### src/rtl/load_store_unit.sv
// RV32I load/store initiator for a word-addressed, fixed-latency data memory.
// One outstanding request; faults are reported without issuing a memory access.
module load_store_unit #(
  parameter int unsigned MEM_BYTES = 1024,
  parameter int unsigned MEM_LAT   = 1
) (
  input  logic        clk,
  input  logic        rst,
  input  logic        req_valid,
  output logic        req_ready,
  input  logic        req_store,
  input  logic [2:0]  req_funct3,
  input  logic [31:0] req_addr,
  input  logic [31:0] req_wdata,
  output logic        resp_valid,
  output logic [31:0] resp_rdata,
  output logic [1:0]  resp_err,
  output logic        mem_en,
  output logic        mem_we,
  output logic [3:0]  mem_be,
  output logic [31:0] mem_addr,
  output logic [31:0] mem_wdata,
  input  logic [31:0] mem_rdata
);

  localparam int unsigned CntW = $clog2(MEM_LAT + 1);

  typedef enum logic [1:0] {StIdle, StAccess, StWait, StResp} state_t;

  state_t          state_q, state_d;
  logic            store_q, store_d;
  logic [2:0]      funct3_q, funct3_d;
  logic [31:0]     addr_q, addr_d;
  logic [31:0]     wdata_q, wdata_d;
  logic [CntW-1:0] cnt_q, cnt_d;
  logic [31:0]     rdata_q, rdata_d;
  logic [1:0]      err_q, err_d;

  logic        legal, misal, oob;
  logic [1:0]  fault_err;
  logic [7:0]  ld_byte;
  logic [15:0] ld_half;
  logic [31:0] ld_ext;
  logic        access;

  // Fault classification of the incoming request, highest priority first.
  always_comb begin
    if (req_store) legal = req_funct3 inside {3'b000, 3'b001, 3'b010};
    else           legal = req_funct3 inside {3'b000, 3'b001, 3'b010, 3'b100, 3'b101};
    misal = ((req_funct3[1:0] == 2'b01) && req_addr[0]) ||
            ((req_funct3[1:0] == 2'b10) && (req_addr[1:0] != 2'b00));
    oob   = req_addr >= 32'(MEM_BYTES);
    if (!legal)     fault_err = 2'b10;
    else if (misal) fault_err = 2'b01;
    else if (oob)   fault_err = 2'b11;
    else            fault_err = 2'b00;
  end

  always_comb begin
    ld_byte = mem_rdata[8*addr_q[1:0] +: 8];
    ld_half = mem_rdata[16*addr_q[1] +: 16];
    case (funct3_q)
      3'b000:  ld_ext = {{24{ld_byte[7]}}, ld_byte};
      3'b001:  ld_ext = {{16{ld_half[15]}}, ld_half};
      3'b100:  ld_ext = {24'h0, ld_byte};
      3'b101:  ld_ext = {16'h0, ld_half};
      default: ld_ext = mem_rdata;
    endcase
  end

  always_comb begin
    state_d  = state_q;
    store_d  = store_q;
    funct3_d = funct3_q;
    addr_d   = addr_q;
    wdata_d  = wdata_q;
    cnt_d    = cnt_q;
    rdata_d  = rdata_q;
    err_d    = err_q;
    unique case (state_q)
      StIdle: begin
        if (req_valid) begin
          store_d  = req_store;
          funct3_d = req_funct3;
          addr_d   = req_addr;
          wdata_d  = req_wdata;
          rdata_d  = 32'h0;
          err_d    = fault_err;
          state_d  = (fault_err != 2'b00) ? StResp : StAccess;
        end
      end
      StAccess: begin
        if (store_q) begin
          state_d = StResp;
        end else begin
          cnt_d   = CntW'(MEM_LAT);
          state_d = StWait;
        end
      end
      StWait: begin
        if (cnt_q == CntW'(1)) begin
          rdata_d = ld_ext;
          cnt_d   = '0;
          state_d = StResp;
        end else begin
          cnt_d = cnt_q - CntW'(1);
        end
      end
      StResp: state_d = StIdle;
    endcase
  end

  always_ff @(posedge clk or posedge rst) begin
    if (rst) begin
      state_q  <= StIdle;
      store_q  <= 1'b0;
      funct3_q <= 3'b0;
      addr_q   <= 32'h0;
      wdata_q  <= 32'h0;
      cnt_q    <= '0;
      rdata_q  <= 32'h0;
      err_q    <= 2'b00;
    end else begin
      state_q  <= state_d;
      store_q  <= store_d;
      funct3_q <= funct3_d;
      addr_q   <= addr_d;
      wdata_q  <= wdata_d;
      cnt_q    <= cnt_d;
      rdata_q  <= rdata_d;
      err_q    <= err_d;
    end
  end

  // Memory-side outputs are decoded from state so an async reset drops them at once.
  always_comb begin
    access     = (state_q == StAccess);
    req_ready  = (state_q == StIdle) && !rst;
    resp_valid = (state_q == StResp);
    resp_rdata = resp_valid ? rdata_q : 32'h0;
    resp_err   = resp_valid ? err_q : 2'b00;
    mem_en     = access;
    mem_we     = access && store_q;
    mem_addr   = access ? {addr_q[31:2], 2'b00} : 32'h0;
    mem_be     = 4'b0000;
    mem_wdata  = 32'h0;
    if (access) begin
      if (store_q) begin
        case (funct3_q[1:0])
          2'b00: begin
            mem_be    = 4'b0001 << addr_q[1:0];
            mem_wdata = {4{wdata_q[7:0]}};
          end
          2'b01: begin
            mem_be    = 4'b0011 << addr_q[1:0];
            mem_wdata = {2{wdata_q[15:0]}};
          end
          default: begin
            mem_be    = 4'b1111;
            mem_wdata = wdata_q;
          end
        endcase
      end else begin
        mem_be = 4'b1111;
      end
    end
  end

endmodule
### config.mk
export PLATFORM = sky130hd
export DESIGN_NAME = load_store_unit
export DESIGN_NICKNAME = d
export VERILOG_FILES = /design/src/rtl/load_store_unit.sv
export SDC_FILE = /design/constraint.sdc
export NUM_CORES = 1
export LEC_CHECK = 0
export ABC_AREA = 1
export CAP_MARGIN = 5
export CORE_ASPECT_RATIO = 2
export CORE_MARGIN = 2
export CORE_UTILIZATION = 49
export CTS_CLUSTER_DIAMETER = 200
export CTS_CLUSTER_SIZE = 40
export DETAILED_ROUTE_END_ITERATION = 7
export GPL_TIMING_DRIVEN = 0
export HOLD_SLACK_MARGIN = 0.15
export PLACE_DENSITY_LB_ADDON = 0.15
export SETUP_SLACK_MARGIN = 0.1
export SLEW_MARGIN = 20
export SYNTH_ARGS = -nofsm -noshare
export SYNTH_HDL_FRONTEND = slang
export SYNTH_SLANG_ARGS = --single-unit
### constraint.sdc
create_clock -name clk -period 5.5 [get_ports clk]
set_input_delay 0.825 -clock clk [delete_from_list [all_inputs] [get_ports clk]]
set_output_delay 0.825 -clock clk [all_outputs]
set_load 0.1 [all_outputs]
* Word level (Yosys, flattened, before mapping)
Index checks and enable logic that the tools add are counted.
** Storage, ports and cells
- Register bits :: 105
** Cells by class
- Add/subtract/negate cells :: 1
- $lt $le $gt $ge :: 1
- Eq/ne operators :: 16
- Shift-type cells :: 4
- Muxes and demuxes :: 25
- Reduce and logical (&&, ||, !) cells :: 20
** Operators by type and width (count)
- $mux 32 :: 6
- $pmux 32 s2 :: 2
- $pmux 32 s4 :: 1
- $ge 32x11->1 const B :: 1
- $shiftx 32x6->16 :: 1
- $shiftx 32x6->8 :: 1
- $mux 2 :: 7
- $eq 3x3->1 const B :: 4
- $mux 4 :: 2
- $pmux 2 s4 :: 1
- $pmux 4 s2 :: 1
- $reduce_bool 2->1 :: 4
- $eq 2x1->1 const B :: 3
- $eq 2x2->1 const B :: 3
- $eq 3x1->1 const B :: 2
- $logic_not 3->1 :: 2
- $ne 2x2->1 const B :: 3
- $reduce_and 2->1 :: 3
- $reduce_bool 5->1 :: 1
- $logic_and 1x1->1 :: 4
- $logic_not 2->1 :: 2
- $mux 1 :: 4
- $shl 1x2->4 const A :: 1
- $shl 2x2->4 const A :: 1
- other kinds (7) :: 7

* Logic depth before layout (Yosys ltp)
Gate-level depths: netlist of run 1.
- Word-level depth :: 9
- Gate-level depth with buffers :: 10
- Depth with buffers taken out :: 9

* Worst setup path after synthesis of run 1
No wires, ideal clock.
- Path kind :: register -> output
- Start :: register state_q[1]
- End :: output port mem_wdata[15]
- Arrival time :: 4.109 ns
- Required time :: 4.675 ns
- Setup slack :: 0.566 ns
- Cell stages (with the launch flop) :: 7
- Path buffers :: 2
- Path through :: dfrtp_1 > inv_1 > ha_1 > clkbuf_1 > nand2_1 > clkbuf_1 > a211oi_1
** Between the ends
- Longest elaborated chain between the ends :: 2
** RTL lines
- start: declaration :: line 30 : state_t state_q, state_d;
- start signal: assignment :: line 115 : state_q <= StIdle;
- start signal: assignment :: line 124 : state_q <= state_d;
- $eq 2x1->1 :: line 137 : access = (state_q == StAccess);
- named net mem_en :: line 18 : output logic mem_en,
- $mux 32 :: line 147 : if (access) begin
- end: declaration :: line 22 : output logic [31:0] mem_wdata,
The timed path passes the listed nets, and every way through them passes these cells.

* Final worst setup path of run 1
- Start :: register state_q[1]
- End :: output port mem_wdata[18]
** Between the ends
- Longest elaborated chain between the ends :: 2
** RTL lines (line)
- $eq 2x1->1 :: 137
- $mux 32 :: 147
No other way between the ends.

==> results of run 1 <==
layout make-up:
type                            count  area share, %
Buffer                             43          2.639
Clock buffer                       10          2.816
Clock inverter                      6          1.032
Inverter                          133          6.060
Multi-Input combinational cell    564          29.73
Sequential cell                   105          30.96
Tap cell                          145          2.138
Timing Repair Buffer              207          24.62
state kept, by name, indices dropped and copies added (netlist names):
name      flops
addr_q       32
cnt_q         1
store_q       1
rdata_q      32
err_q         2
wdata_q      32
state_q       2
funct3_q      3
cells by family (layout without fill, tap and decap cells):
logic type	after synthesis	count (layout)
AND/OR/NAND/NOR	448	448
other	1	2
buffers and inverters	176	399
adder cells (fa/ha/maj)	5	5
AO/OA/AOI/OAI	109	109
flip-flops	105	105
power breakdown:
| group | switching, µW | leakage, µW | internal (µW) |
|---|---|---|---|
| clock | 294 | 0.000163 | 413 |
| sequential | 208 | 0.00132 | 1120 |
| combinational | 2520 | 0.00302 | 881 |
per-layer routing:
| layer | global-route usage [%] | vias to the layer above |
|---|---|---|
| met1 | 31.72 | 2751 |
| met5 | 0 | - |
| met2 | 51.90 | 256 |
| li1 | - | 2983 |
| met4 | 17.03 | 0 |
| met3 | 6.477 | 66 |
synthesized netlist by cell type:
library cell	number	area share (%)
nand2_1	341	22
inv_1	126	8.0
dfrtp_1	105	45
o21ai_0	58	4.9
nor2_1	54	3.4
a21oi_1	29	2.5
clkbuf_1	24	1.5
nand2_2	17	1.8
nand3_1	15	1.3
nand3_2	11	1.9
buf_2	10	0.85
o211ai_1	9	1.1
o22ai_1	8	0.85
buf_4	5	0.64
ha_1	5	1.1
inv_2	4	0.26
buf_6	2	0.38
inv_4	2	0.21
nor2_2	2	0.21
nor3_1	2	0.17
nor3_2	2	0.34
a211oi_1	1	0.13
buf_1	1	0.064
buf_12	1	0.34
clkinv_4	1	0.15
conb_1	1	0.064
nand2_4	1	0.19
nand3_4	1	0.30
nand4_1	1	0.11
nor2_4	1	0.19
o21a_1	1	0.13
o21ai_1	1	0.085
o21ai_2	1	0.15
o21bai_1	1	0.13
stage by stage:
| stage | area (µm²) | util (%) | hold WS, ns | total power [µW] | cells |
|---|---|---|---|---|---|
| floorplan | 5883 | - | 0.4436 | 3846 | 845 |
| global placement | 8127 | 69.45 | 0.4562 | 4668 | 1196 |
| detailed placement | 8159 | 69.73 | 0.4599 | 4725 | 1197 |
| CTS | 8486 | 72.52 | 0.4796 | 5443 | 1213 |
| global route | 8486 | 72.52 | 0.5009 | 5766 | 1213 |
| finish | 8486 | 72.52 | 0.4752 | 5434 | 1213 |
worst min-delay path: cells and delay by family (launching register included):
family | cells | cell delay (ns)
and+or+nand+nor | 2 | 0.10
DFF | 1 | 0.34
how the worst max path moves through the flow:
stage / startpoint / endpoint / slack, ns
floorplan: state_q[1]$_DFFE_PP0P_ / mem_wdata[15] / 0.57
global placement: rst / addr_q[4]$_DFFE_PP0P_ / 0.25
detailed placement: state_q[1]$_DFFE_PP0P_ / mem_wdata[18] / 1.53
CTS: state_q[1]$_DFFE_PP0P_ / mem_wdata[18] / 1.12
global route: state_q[1]$_DFFE_PP0P_ / mem_wdata[23] / 0.90
finish: state_q[1]$_DFFE_PP0P_ / mem_wdata[18] / 1.17
==> results_dict.tcl, run 1 <==
set metrics [dict create \
    antenna_left 0 \
    yosysUniqueCellTypes 34 \
    drive_gt1_share_pct 7.397 \
    rsz0062_at_grt "false" \
    period_needed_ns 4.333 \
    register_area_um2 2628 \
    crit_chain "inv_1 > ha_1 > clkbuf_1 > nand2_1 > inv_1 > buf_2 > o21ai_0 > a21oi_1 > clkdlybuf4s50_1" \
    ir_worst_vdd_mv 0.4221 \
    worstReg2RegEnd "wdata_q[19]$_DFFE_PP0P_" \
    synth.mux.area_fraction_pct 0 \
    synth_warnings 0 \
    yosysSeqAreaShare_pct 44.69 \
    slowest_delay_ns 1.15 \
    grt_pass1_wl_mm 29.55 \
    num_antenna_cells 0 \
    max-cap-violations 0 \
    clockBufferDepth 2 \
    hp-start "wdata_q[17]$_DFFE_PP0P_" \
    postCtsSetupBuffers 0 \
    synth_top_family_by_area "simple AND/OR/NAND/NOR gates" \
    max_freq_mhz 230.8 \
    grt_use_total_pct 29.76 \
    hold_viol 0 \
    cp.arrival_ns 3.51 \
    layout_setup_ws_ns 1.167 \
    die_area_um2 12940 \
    holdBufCountCts 0 \
    p_leak_uw 0.004507 \
    die_w_um 81.46 \
    crit_buf_inv 5 \
    multiInputGateArea_um2 2522 \
    wire_per_inst_um 15.25 \
    dp_hpwl_mm 14.31 \
    grt_max_degree 77 \
    syn-mean-instance-area_um2 6.966 \
    firstDrtPassIters 5 \
    layout.nets 1171 \
    top_layer_used "met4" \
    crit_fanout 10 \
    cts_buffers 9 \
    worstSetupEndpointType "output port" \
    crit_cells 9 \
    clk_latency_ns 0.35 \
    synth_fa_ha_area_share_pct 1.064 \
    grt_overflow 0 \
    cts_sinks 105 \
    final_max_slew_viol_count 0 \
    finClkSkew_ns 0.005409 \
    slowest_stage "clkdlybuf4s50_1" \
    cts-resized-gates 0 \
    cp_common_cell "inv_1" \
    r2r_start "state_q[0]$_DFFE_PP0P_" \
    route.vias.total 6056 \
    syn-cell-area_um2 5879 \
    powerDensity_nw_per_um2 640.4 \
    crit_required_ns 4.68 \
    synth_simple_gate_area_share_pct 31.69 \
    portBuffers 206 \
    r2r_cells 7 \
    wl_met3_mm 1.314 \
    syn_inst 844 \
    h-tree-depth 3 \
    core_um2 11700 \
    place.gp.congestion 0.9164 \
    slew_headroom_pct 31.39 \
    tightestPinTransition_ns 1.026 \
    post-route-drc-count 0 \
    synth_compound_area_share_pct 10.02 \
    cp_top_family "buffers and inverters" \
    met1_length_mm 6.473 \
    drt_iter0_markers 299 \
    synth_seq_cells 105 \
    num-fill-cells 968 \
    met2_length_mm 9.673 \
    critPathKind "reg -> out" \
    rrSetupSlack_ns 3.50 \
    synth-xor-area-share_pct 0 \
    die_h_um 158.9 \
    avgViaCountPerCell 4.993 \
    cp-start-kind "flip-flop" \
    clock-root-buffer "clkbuf_16" \
    syn_to_final_growth_pct 44.33 \
    whs_path_depth 2 \
    io_pins 209 \
    final_cell_mix "nand2_1, clkdlybuf4s50_1, inv_1" \
    hold_path_class "reg -> reg" \
    tns_ns 0 \
    status "complete, no violations" \
    period_share_pct 78.77 \
    antenna_found_initial 0 \
    min_to "wdata_q[17]$_DFFE_PP0P_" \
    final_common_cell "nand2_1" \
    cts_tree "done" \
    clk_pin_slew_worst_paths_ns 0.07 \
    num_rows 56 \
    initial_utilization_pct 50.25 \
    setup-violations-final 0 \
    grt_pass1_vias 6100 \
    pre_cts_ws_ns 1.527 \
    finalWirelength_mm 18.49 \
]
No activity file was read; power rests on OpenSTA's default activity.
==> run 2: changes to the inputs <==
--- a/config.mk
+++ b/config.mk
@@ -9,7 +9,7 @@
 export CAP_MARGIN = 5
 export CORE_ASPECT_RATIO = 2
 export CORE_MARGIN = 2
-export CORE_UTILIZATION = 49
+export CORE_UTILIZATION = 46
 export CTS_CLUSTER_DIAMETER = 200
 export CTS_CLUSTER_SIZE = 40
 export DETAILED_ROUTE_END_ITERATION = 7
==> constraint.sdc (replaced) <==
create_clock -name clk -period 4.5 [get_ports clk]
set_input_delay 0.675 -clock clk [delete_from_list [all_inputs] [get_ports clk]]
set_output_delay 0.675 -clock clk [all_outputs]
set_load 0.1 [all_outputs]
==> run 2 against run 1 <==
  * Flip-flop and latch count stayed put
  * Hold slack better by 0.0084 ns
  * Final cell count increased by 0.41%
  * Utilization shrank 4.6 points
  * Wire length grew 0.34%
  * Critical path type unchanged
  * Largest cell class unchanged
  * Largest power group unchanged
==> results_dict.tcl, run 2 (synthesis gave the netlist of run 1 again) <==
set metrics [dict create \
    layout_setup_ws_ns 0.2615 \
    cp_common_cell "inv_1" \
    core_um2 12550 \
    p_switching_uw 3707 \
    ir_worst_vdd_mv 0.4528 \
    combPwrFrac_pct 63.1 \
    critPathKind "reg -> out" \
    layout.nets 1171 \
    portBuffers 206 \
    pre_cts_ws_ns 0.5795 \
    wire_per_inst_um 15.23 \
    cp.arrival_ns 3.56 \
    syn_to_final_growth_pct 44.92 \
    avgViaCountPerCell 4.937 \
    hp-start "rdata_q[6]$_DFFE_PP0P_" \
    met1_length_mm 6.693 \
    crit_fanout 10 \
    antenna_found_initial 0 \
    firstDrtPassIters 6 \
    cp-start-kind "flip-flop" \
    placed_cell_area_um2 8212 \
    total_power_uw 6603 \
    cts_sinks 105 \
    critPathLaunch "state_q[1]$_DFFE_PP0P_" \
    p_seq_share_pct 24.5 \
    setup-violations-final 0 \
    die_area_um2 13760 \
    grt_pass1_wl_mm 29.44 \
    rsz0062_at_grt "false" \
    final_max_slew_viol_count 0 \
    sw_frac_of_total_pct 56.14 \
    antenna_left 0 \
    cts_buffers 9 \
    h-tree-depth 3 \
    place_inst 1202 \
    final_common_cell "nand2_1" \
    clockBufferDepth 2 \
    hold_viol 0 \
    num_antenna_cells 0 \
    stdcell_area_um2 8521 \
    hold_path_class "reg -> reg" \
    powerDensity_nw_per_um2 775.0 \
    clock-root-buffer "clkbuf_16" \
    grt_max_degree 77 \
    clk_pin_slew_worst_paths_ns 0.07 \
    slew_headroom_pct 27.68 \
    postCtsSetupBuffers 0 \
    p_int_uw 2897 \
    io_pins 209 \
    r2r_start "state_q[0]$_DFFE_PP0P_" \
    max_freq_mhz 235.9 \
    slowest_delay_ns 1.14 \
    finalWirelength_mm 18.56 \
    period_share_pct 94.19 \
    grt_overflow 0 \
    dp_hpwl_mm 14.44 \
    stdcell_count 1218 \
    num-fill-cells 1081 \
    grt_pass1_vias 5931 \
    holdBufCountCts 0 \
    wl_met3_mm 1.011 \
    finClkSkew_ns 0.01371 \
    cts-resized-gates 0 \
    slowest_stage "clkdlybuf4s50_1" \
    max-cap-violations 0 \
    worstSetupEndpointType "output port" \
    p_leak_uw 0.004527 \
    place.gp.congestion 0.9251 \
    crit_required_ns 3.83 \
    met2_length_mm 9.940 \
    route.vias.total 6013 \
    hold_ws_ns 0.4835 \
    cts_tree "done" \
    drive_gt1_share_pct 8.521 \
    initial_utilization_pct 46.83 \
    crit_chain "inv_1 > ha_1 > clkbuf_1 > nand2_1 > inv_1 > buf_2 > o21ai_0 > a21oi_2 > clkdlybuf4s50_1" \
    p_clk_share_pct 12.3 \
    clk_latency_ns 0.35 \
    die_h_um 163.9 \
    final_cell_mix "nand2_1, clkdlybuf4s50_1, inv_1" \
    die_w_um 83.94 \
    top_layer_used "met4" \
    grt_use_total_pct 27.27 \
    reg_top3 "addr_q x32, rdata_q x32, wdata_q x32" \
    post-route-drc-count 0 \
    period_needed_ns 4.238 \
    num_rows 58 \
    status "complete, no violations" \
    drt_iter0_markers 340 \
    tightestPinTransition_ns 1.081 \
]
[run 2: changes by cell type in the layout (fill, tap and decap cells not counted), sizes merged]
cell           change
inv                -1
clkinvlp           +1
clkdlybuf4s50      -2
dlymetal6s2s       +2
clkinv             +1
bufinv             -1
[run 2: layout make-up]
type	count	area (µm²)	share of cell area [%]
buffer	43	224.0	2.628
clock buffer	10	239.0	2.805
clock inverter	6	65.06	0.7636
inverter	133	514.2	6.035
multi-input combinational	564	2569	30.15
sequential	105	2628	30.84
tap	150	187.7	2.203
timing repair buffer	207	2095	24.58
[run 2: metrics by stage]
step / setup TNS (ns) / utilization [%]
3_3_place_gp: -66.13 / 65.15
4_1_cts: 0 / 67.83
6_report: 0 / 67.87
3_5_place_dp: 0 / 65.41
2_1_floorplan: 0 / -
5_1_grt: 0 / 67.87
[run 2: power by group through the flow]
stage | registers, µW | logic [µW] | clock network [µW]
final | 1620 | 4170 | 814
after global routing | 1670 | 4470 | 857
after CTS | 1610 | 4190 | 821
after detailed placement | 1620 | 4170 | 0
after global placement | 1620 | 4130 | 0
after floorplan | 1560 | 3170 | 0
[run 2: layer usage]
layer | track usage [%] | vias up
met5 | 0 | -
met4 | 14.15 | 0
met3 | 5.025 | 50
met2 | 50.84 | 223
met1 | 28.77 | 2757
li1 | - | 2983
[run 2: path summary, 6_finish.rpt]
path                                           endpoint  slack [ns]  cells past startpoint
worst max-delay path                      mem_wdata[20]        0.26                      9
worst min-delay path             rdata_q[6]$_DFFE_PP0P_        0.48                      2
worst max register to register  wdata_q[18]$_DFFE_PP0P_        2.56                      7
worst min register to register   rdata_q[6]$_DFFE_PP0P_        0.48                      2
max in group asynchronous       wdata_q[21]$_DFFE_PP0P_        3.12                      3
min in group asynchronous        addr_q[26]$_DFFE_PP0P_        0.69                      2
[run 2: critical path, delay by kind of cell, from the launching register on]
kind | cells | cell delay [ns]
buffers and inverters | 5 | 2.11
and+or+nand+nor | 1 | 0.17
AOI/OAI and AO/OA | 2 | 0.32
adders and majority gates | 1 | 0.19
DFF | 1 | 0.43
